**src/rtl/rv32i_cdb_arbiter_if.sv**
```systemverilog
// Result-side bus between the execution functional units and the CDB arbiter.
// Handshake: a transfer happens on a cycle where vld and rdy are both high at
// the rising edge of clk; a producer holding vld may not depend on rdy to
// raise it, and rdy never depends combinationally on the consumer's own rdy.
// The master modport is the environment side (FUs + CDB consumer), the slave
// modport is the arbiter.
interface rv32i_cdb_arbiter_if #(
  parameter int NUM_FU               = 4,
  parameter int DATA_W               = 32,
  parameter int PHYS_REG_FILE_IDX_BW = 6,
  parameter int ROB_DEPTH            = 32
);
  localparam int ROB_W = $clog2(ROB_DEPTH);

  logic                                 i_flush;
  logic [NUM_FU-1:0]                    i_fu_vld;
  logic [NUM_FU-1:0][DATA_W-1:0]        i_fu_data;
  logic [NUM_FU-1:0][PHYS_REG_FILE_IDX_BW-1:0] i_fu_tag;
  logic [NUM_FU-1:0][ROB_W-1:0]         i_fu_rob_idx;
  logic [NUM_FU-1:0]                    i_fu_flag;
  logic [NUM_FU-1:0]                    o_fu_rdy;
  logic                                 i_cdb_rdy;
  logic                                 o_cdb_vld;
  logic [DATA_W-1:0]                    o_cdb_data;
  logic [PHYS_REG_FILE_IDX_BW-1:0]      o_cdb_tag;
  logic [ROB_W-1:0]                     o_cdb_rob_idx;
  logic                                 o_cdb_flag;

  modport master (
    output i_flush, i_fu_vld, i_fu_data, i_fu_tag, i_fu_rob_idx, i_fu_flag, i_cdb_rdy,
    input  o_fu_rdy, o_cdb_vld, o_cdb_data, o_cdb_tag, o_cdb_rob_idx, o_cdb_flag
  );

  modport slave (
    input  i_flush, i_fu_vld, i_fu_data, i_fu_tag, i_fu_rob_idx, i_fu_flag, i_cdb_rdy,
    output o_fu_rdy, o_cdb_vld, o_cdb_data, o_cdb_tag, o_cdb_rob_idx, o_cdb_flag
  );
endinterface

```
**src/rtl/rv32i_cdb_arbiter.sv**
```systemverilog
// Round-robin collector of functional-unit results onto the common data bus.
// One winner per cycle is registered into a single-entry CDB output register;
// the round-robin pointer moves past the winner only on an actual handshake.
// dbg_rr_ptr exposes the round-robin pointer for observation.
module rv32i_cdb_arbiter #(
  parameter int NUM_FU               = 4,
  parameter int DATA_W               = 32,
  parameter int PHYS_REG_FILE_IDX_BW = 6,
  parameter int ROB_DEPTH            = 32
) (
  input  logic                      clk,
  input  logic                      rstn,
  rv32i_cdb_arbiter_if.slave        bus,
  output logic [$clog2(NUM_FU)-1:0] dbg_rr_ptr
);
  localparam int PTR_W = $clog2(NUM_FU);
  localparam int ROB_W = $clog2(ROB_DEPTH);

  logic [PTR_W-1:0]                rr_ptr;
  logic [PTR_W-1:0]                grant_idx;
  logic [PTR_W-1:0]                scan;
  logic [PTR_W-1:0]                next_ptr;
  logic [NUM_FU-1:0]               grant;
  logic                            found;
  logic                            accept;
  logic                            open;
  logic                            handshake;

  logic                            cdb_vld;
  logic [DATA_W-1:0]               cdb_data;
  logic [PHYS_REG_FILE_IDX_BW-1:0] cdb_tag;
  logic [ROB_W-1:0]                cdb_rob_idx;
  logic                            cdb_flag;

  // Round-robin search: first valid FU at or after rr_ptr, wrapping modulo NUM_FU.
  always_comb begin
    grant     = '0;
    grant_idx = '0;
    found     = 1'b0;
    scan      = '0;
    for (int i = 0; i < NUM_FU; i++) begin
      scan = PTR_W'((int'(rr_ptr) + i) % NUM_FU);
      if (!found && bus.i_fu_vld[scan]) begin
        found        = 1'b1;
        grant[scan]  = 1'b1;
        grant_idx    = scan;
      end
    end
  end

  // The output register can take a new result when empty or draining; flush and reset block it.
  assign accept    = ~cdb_vld | bus.i_cdb_rdy;
  assign open      = accept & ~bus.i_flush & rstn;
  assign handshake = found & open;
  assign next_ptr  = (grant_idx == PTR_W'(NUM_FU - 1)) ? '0 : grant_idx + PTR_W'(1);

  assign bus.o_fu_rdy      = grant & {NUM_FU{open}};
  assign bus.o_cdb_vld     = cdb_vld;
  assign bus.o_cdb_data    = cdb_data;
  assign bus.o_cdb_tag     = cdb_tag;
  assign bus.o_cdb_rob_idx = cdb_rob_idx;
  assign bus.o_cdb_flag    = cdb_flag;
  assign dbg_rr_ptr        = rr_ptr;

  // CDB output register and round-robin pointer; flush beats both load and drain.
  always_ff @(posedge clk) begin
    if (!rstn) begin
      cdb_vld     <= 1'b0;
      cdb_data    <= '0;
      cdb_tag     <= '0;
      cdb_rob_idx <= '0;
      cdb_flag    <= 1'b0;
      rr_ptr      <= '0;
    end else if (bus.i_flush) begin
      cdb_vld <= 1'b0;
    end else if (handshake) begin
      cdb_vld     <= 1'b1;
      cdb_data    <= bus.i_fu_data[grant_idx];
      cdb_tag     <= bus.i_fu_tag[grant_idx];
      cdb_rob_idx <= bus.i_fu_rob_idx[grant_idx];
      cdb_flag    <= bus.i_fu_flag[grant_idx];
      rr_ptr      <= next_ptr;
    end else if (cdb_vld && bus.i_cdb_rdy) begin
      cdb_vld <= 1'b0;
    end
  end
endmodule

```
**src/flat_wrapper.sv**
```systemverilog
// flat-port wrapper written by rule: the top's interface ports become plain ports
module rv32i_cdb_arbiter_flat 
#(
  parameter int NUM_FU               = 4,
  parameter int DATA_W               = 32,
  parameter int PHYS_REG_FILE_IDX_BW = 6,
  parameter int ROB_DEPTH            = 32
)
  (clk, rstn, dbg_rr_ptr, bus_i_flush, bus_i_fu_vld, bus_i_fu_data, bus_i_fu_tag, bus_i_fu_rob_idx, bus_i_fu_flag, bus_i_cdb_rdy, bus_o_fu_rdy, bus_o_cdb_vld, bus_o_cdb_data, bus_o_cdb_tag, bus_o_cdb_rob_idx, bus_o_cdb_flag);
  rv32i_cdb_arbiter_if #(.NUM_FU(NUM_FU), .DATA_W(DATA_W), .PHYS_REG_FILE_IDX_BW(PHYS_REG_FILE_IDX_BW), .ROB_DEPTH(ROB_DEPTH)) bus_i ();
  input  logic clk;
  input  logic rstn;
  output logic [$clog2(NUM_FU)-1:0] dbg_rr_ptr;
  input wire logic [$bits(bus_i.i_flush)-1:0] bus_i_flush;
  input wire logic [$bits(bus_i.i_fu_vld)-1:0] bus_i_fu_vld;
  input wire logic [$bits(bus_i.i_fu_data)-1:0] bus_i_fu_data;
  input wire logic [$bits(bus_i.i_fu_tag)-1:0] bus_i_fu_tag;
  input wire logic [$bits(bus_i.i_fu_rob_idx)-1:0] bus_i_fu_rob_idx;
  input wire logic [$bits(bus_i.i_fu_flag)-1:0] bus_i_fu_flag;
  input wire logic [$bits(bus_i.i_cdb_rdy)-1:0] bus_i_cdb_rdy;
  output wire logic [$bits(bus_i.o_fu_rdy)-1:0] bus_o_fu_rdy;
  output wire logic [$bits(bus_i.o_cdb_vld)-1:0] bus_o_cdb_vld;
  output wire logic [$bits(bus_i.o_cdb_data)-1:0] bus_o_cdb_data;
  output wire logic [$bits(bus_i.o_cdb_tag)-1:0] bus_o_cdb_tag;
  output wire logic [$bits(bus_i.o_cdb_rob_idx)-1:0] bus_o_cdb_rob_idx;
  output wire logic [$bits(bus_i.o_cdb_flag)-1:0] bus_o_cdb_flag;
  assign bus_i.i_flush = bus_i_flush;
  assign bus_i.i_fu_vld = bus_i_fu_vld;
  assign bus_i.i_fu_data = bus_i_fu_data;
  assign bus_i.i_fu_tag = bus_i_fu_tag;
  assign bus_i.i_fu_rob_idx = bus_i_fu_rob_idx;
  assign bus_i.i_fu_flag = bus_i_fu_flag;
  assign bus_i.i_cdb_rdy = bus_i_cdb_rdy;
  assign bus_o_fu_rdy = bus_i.o_fu_rdy;
  assign bus_o_cdb_vld = bus_i.o_cdb_vld;
  assign bus_o_cdb_data = bus_i.o_cdb_data;
  assign bus_o_cdb_tag = bus_i.o_cdb_tag;
  assign bus_o_cdb_rob_idx = bus_i.o_cdb_rob_idx;
  assign bus_o_cdb_flag = bus_i.o_cdb_flag;
  rv32i_cdb_arbiter #(.NUM_FU(NUM_FU), .DATA_W(DATA_W), .PHYS_REG_FILE_IDX_BW(PHYS_REG_FILE_IDX_BW), .ROB_DEPTH(ROB_DEPTH)) u_core (.clk(clk), .rstn(rstn), .bus(bus_i), .dbg_rr_ptr(dbg_rr_ptr));
endmodule
```
**config.mk**
```make
export PLATFORM = sky130hd
export DESIGN_NAME = rv32i_cdb_arbiter_flat
export DESIGN_NICKNAME = d
export VERILOG_FILES = /design/src/rtl/rv32i_cdb_arbiter_if.sv /design/src/rtl/rv32i_cdb_arbiter.sv /design/src/flat_wrapper.sv
export SDC_FILE = /design/constraint.sdc
export NUM_CORES = 1
export LEC_CHECK = 0
export ABC_AREA = 1
export BUFFER_PORTS_ARGS = -buffer_cell sky130_fd_sc_hd__buf_4
export CAP_MARGIN = 20
export CORE_UTILIZATION = 47
export CTS_CLUSTER_SIZE = 40
export DETAILED_ROUTE_END_ITERATION = 10
export GPL_ROUTABILITY_DRIVEN = 0
export HOLD_SLACK_MARGIN = 0.05
export MAX_ROUTING_LAYER = met4
export PLACE_DENSITY_LB_ADDON = 0.25
export SLEW_MARGIN = 20
export SYNTH_ARGS = -nofsm -noshare
export SYNTH_HDL_FRONTEND = slang
export SYNTH_SLANG_ARGS = --single-unit
```
**constraint.sdc**
```tcl
create_clock -name clk -period 2.7 [get_ports clk]
set_clock_uncertainty 0.2 [all_clocks]
set_input_delay 0.135 -clock clk [delete_from_list [all_inputs] [get_ports clk]]
set_output_delay 0.135 -clock clk [all_outputs]
set_load 0.01 [all_outputs]
```
==> impl_metrics.toml <==
[outcome]
status = "complete, no violations"

[clock_network]
h-tree-depth = 2
clkSlewWorstSetupHoldPaths_ns = 0.10
clock_sinks = 47
clk_path_buf_depth = 2
tritoncts = "yes"
cts_buffers = 5
insertion_delay_ns = 0.30
cts_root_buf = "clkbuf_8"

[yosys]
ys_async_sr_fraction_pct = 0
synth_ff_type = "dfxtp_1"
synth_area_leaders = "dfxtp_1 20%, inv_1 19%, nand3_1 15%"
synthMuxAreaShare_pct = 0
avgSynthCellArea_um2 = 5.36
yosysTopAreaCellShare_pct = 20.2
synthSimpleGateAreaFrac_pct = 49.7
synth_area_um2 = 4660
yosys-top-cells-count = "240 x inv_1, 157 x nand2_1, 141 x nand3_1"
netlist_instances = 869
ys_seq_area_share_pct = 20.2
synth_fa_ha_area_share_pct = 1.88
synth_top_family_by_area = "simple AND/OR/NAND/NOR gates"
synth-xor-area-share_pct = 0.188
yosys_warnings = 0
synth-edff-count = 0
yosysMostFrequentCell = "inv_1"
synth_nets = 1060
synth_compound_area_share_pct = 2.28
synth_cell_types = 31
synth-seq-cells = 47
yosysTopAreaCell = "dfxtp_1"

[layout]
utilization_pct = 79.5
n_antenna_cell = 0
nets = 1346
nFillCells = 662
regArea_um2 = 941
area.growth.synth_to_final_pct = 60.5
drive_gt1_share_pct = 24.0
multiInputGateArea_um2 = 2530
fin_cells = 1285

[floorplanning]
initial_core_util_pct = 49.5
io_pins = 235
dieHeight_um = 102
die_w_um = 102
core_area_um2 = 9420
num_rows = 35
dieArea_um2 = 10300

[power_and_ir_drop]
cellPowerDensity_nw_per_um2 = 458
ir_worst_vdd_mv = 0.350
p_comb_share_pct = 60.0
clkPwrFrac_pct = 16.4
internal_power_mw = 1.93
power_mw = 3.43
sw_frac_of_total_pct = 43.7
p_seq_share_pct = 23.7
power.leakage_nw = 4.54
p_sw_mw = 1.50

[sta]
relSlewSlack_pct = 63.3
final-setup-viol-count = 0
min_period_ns = 2.51
hold_viol_final = 0
grt_setup_unrepaired = "false"
fmax_ghz = 0.398
worst_slew_pin_slew_ns = 0.551
finalCritPeriodShare_pct = 92.9
slew_violations = 0
tns_ns = 0

[detailed_routing]
drc = 0
routedWlPerCell_um = 13.8
drt-initial-drc-count = 538
finalWirelength_um = 17700
vias = 6636
drt-vias-per-instance = 5.16
ant_nets = 0
drt_first_pass_iters = 5

[placement]
hpwl_um = 10600
io_buffer_count = 234
place_inst = 1192

[setup_path]
crit_slowest_cell = "ha_1"
rr_worst_depth = 13
r2r_start = "u_core.dbg_rr_ptr[0]"
crit_chain = "inv_1, ha_1, inv_1, nand2_1, nand2_1, nor2_4, nand2_1, o21ai_0, a21oi_1, o21ai_0, nand2_1, inv_1, buf_4"
cp-end-kind = "output pin"
crit_buf_inv = 4
reg2reg_to = "u_core.bus.o_cdb_data[27]"
cpMostUsedCell = "nand2_1"
worst_setup_path_start_kind = "flop"
critPathKind = "reg2out"
crit_arrival_ns = 2.17
slowest_delay_ns = 0.40
worstPathRequired_ns = 2.37
cp_max_fo = 7
path_delay_family = "simple AND/OR/NAND/NOR gates"
r2r_setup_slack_ns = 0.21

[global_routing]
grt_max_degree = 89
grt_pass1_vias = 6253
grt.total_usage_pct = 34.9
grt_pass1_wl_um = 28200
grt_overflow = 0
antenna_found_initial = 0

[hold_path]
min_to = "u_core.bus.o_cdb_data[3]"
whs_path_depth = 7
min_path_type = "in2reg"
hold_start = "bus_i_fu_data[99]"

[job]
drv_cap = 0
[cells by family (layout without fill, tap and decap cells)]
kind of cell | after synthesis | after routing
buf+inv | 302 | 589
compound gates | 18 | 18
xor+xnor | 1 | 1
fa+ha+maj | 7 | 7
simple gates | 494 | 494
flops | 47 | 47
[cell usage in the layout, fill, tap and decap left out, types with 6 or more instances in the layout]
cell type	instances
buf_4	247
inv_1	240
nand2_1	157
nand3_1	141
nor2_1	95
nand4_1	89
dlygate4sd3_1	83
dfxtp_1	47
o21ai_0	7
ha_1	7
clkbuf_8	6
[final cells by class]
cell class,count,share of cell area [%]
Inverter,244,12.4
Clock buffer,6,1.10
Tap cell,129,2.16
Sequential cell,47,12.6
Clock inverter,2,0.468
Multi-Input combinational cell,520,33.8
Timing Repair Buffer,337,37.5
[registers in the layout, summed over array words and instances (netlist names)]
register and cells:
u_core.bus.o_cdb_data 32, u_core.bus.o_cdb_flag 1, u_core.bus.o_cdb_tag 6, u_core.bus.o_cdb_rob_idx 5
u_core.dbg_rr_ptr 2, u_core.bus.o_cdb_vld 1
[worst max path at each step]
stage / from / endpoint / slack, ns / cells past startpoint
2_1_floorplan: u_core.dbg_rr_ptr[0] / u_core.bus.o_cdb_data[10] / 0.17 / 14
3_3_place_gp: u_core.dbg_rr_ptr[0] / u_core.bus.o_cdb_data[5] / 0.14 / 14
3_5_place_dp: u_core.dbg_rr_ptr[1] / u_core.bus.o_cdb_tag[1] / 0.07 / 14
4_1_cts: u_core.dbg_rr_ptr[1] / u_core.bus.o_cdb_flag / 0.05 / 14
5_1_grt: u_core.dbg_rr_ptr[1] / bus_o_fu_rdy[3] / 0.003 / 13
6_report: u_core.dbg_rr_ptr[1] / bus_o_fu_rdy[3] / 0.19 / 13
[metrics by stage]
step,hold WS [ns],setup slack [ns],area [µm²]
finish,0.0540,0.191,7480
global route,0.0738,0.00287,7480
CTS,0.0506,0.0514,7450
detailed placement,0.198,0.0726,6500
global placement,0.197,0.138,6500
floorplan,0.0945,0.172,4660
[power groups by stage]
stage	Clock, mW	Sequential (mW)	Combinational [mW]
floorplan	0	0.860	1.22
global placement	0	0.822	1.85
detailed placement	0	0.823	1.86
CTS	0.565	0.808	1.96
global route	0.597	0.819	2.25
finish	0.560	0.810	2.05
[what timing repair did]
item                                   CTS  global route
buffers inserted                         0             2
endpoints found under the hold margin   44             0
setup endpoints to repair                0            44
hold buffers                            83             0
resized for setup                        0             5
[worst reg2reg max path: stages (launching register included)]
cell and delay (ns):
dfxtp_1 0.35, inv_2 0.04, ha_1 0.38, inv_1 0.11, nand2_1 0.05, nand2_1 0.12
o21ai_1 0.12, nand2_2 0.12, buf_4 0.39, nand4_1 0.21, nand3_1 0.14, nand3_1 0.08
nand2_1 0.06, inv_1 0.04
[layer usage]
| metal | up-vias | global-route usage, % | part of all wire [%] |
|---|---|---|---|
| met4 | 0 | 18.8 | 4.8 |
| li1 | 3239 | - | - |
| met1 | 2891 | 38.1 | 38 |
| met2 | 420 | 58.9 | 48 |
| met3 | 86 | 7.73 | 9.3 |
| met5 | - | - | 0 |
Note: power is estimated with default switching activity, not from simulation.
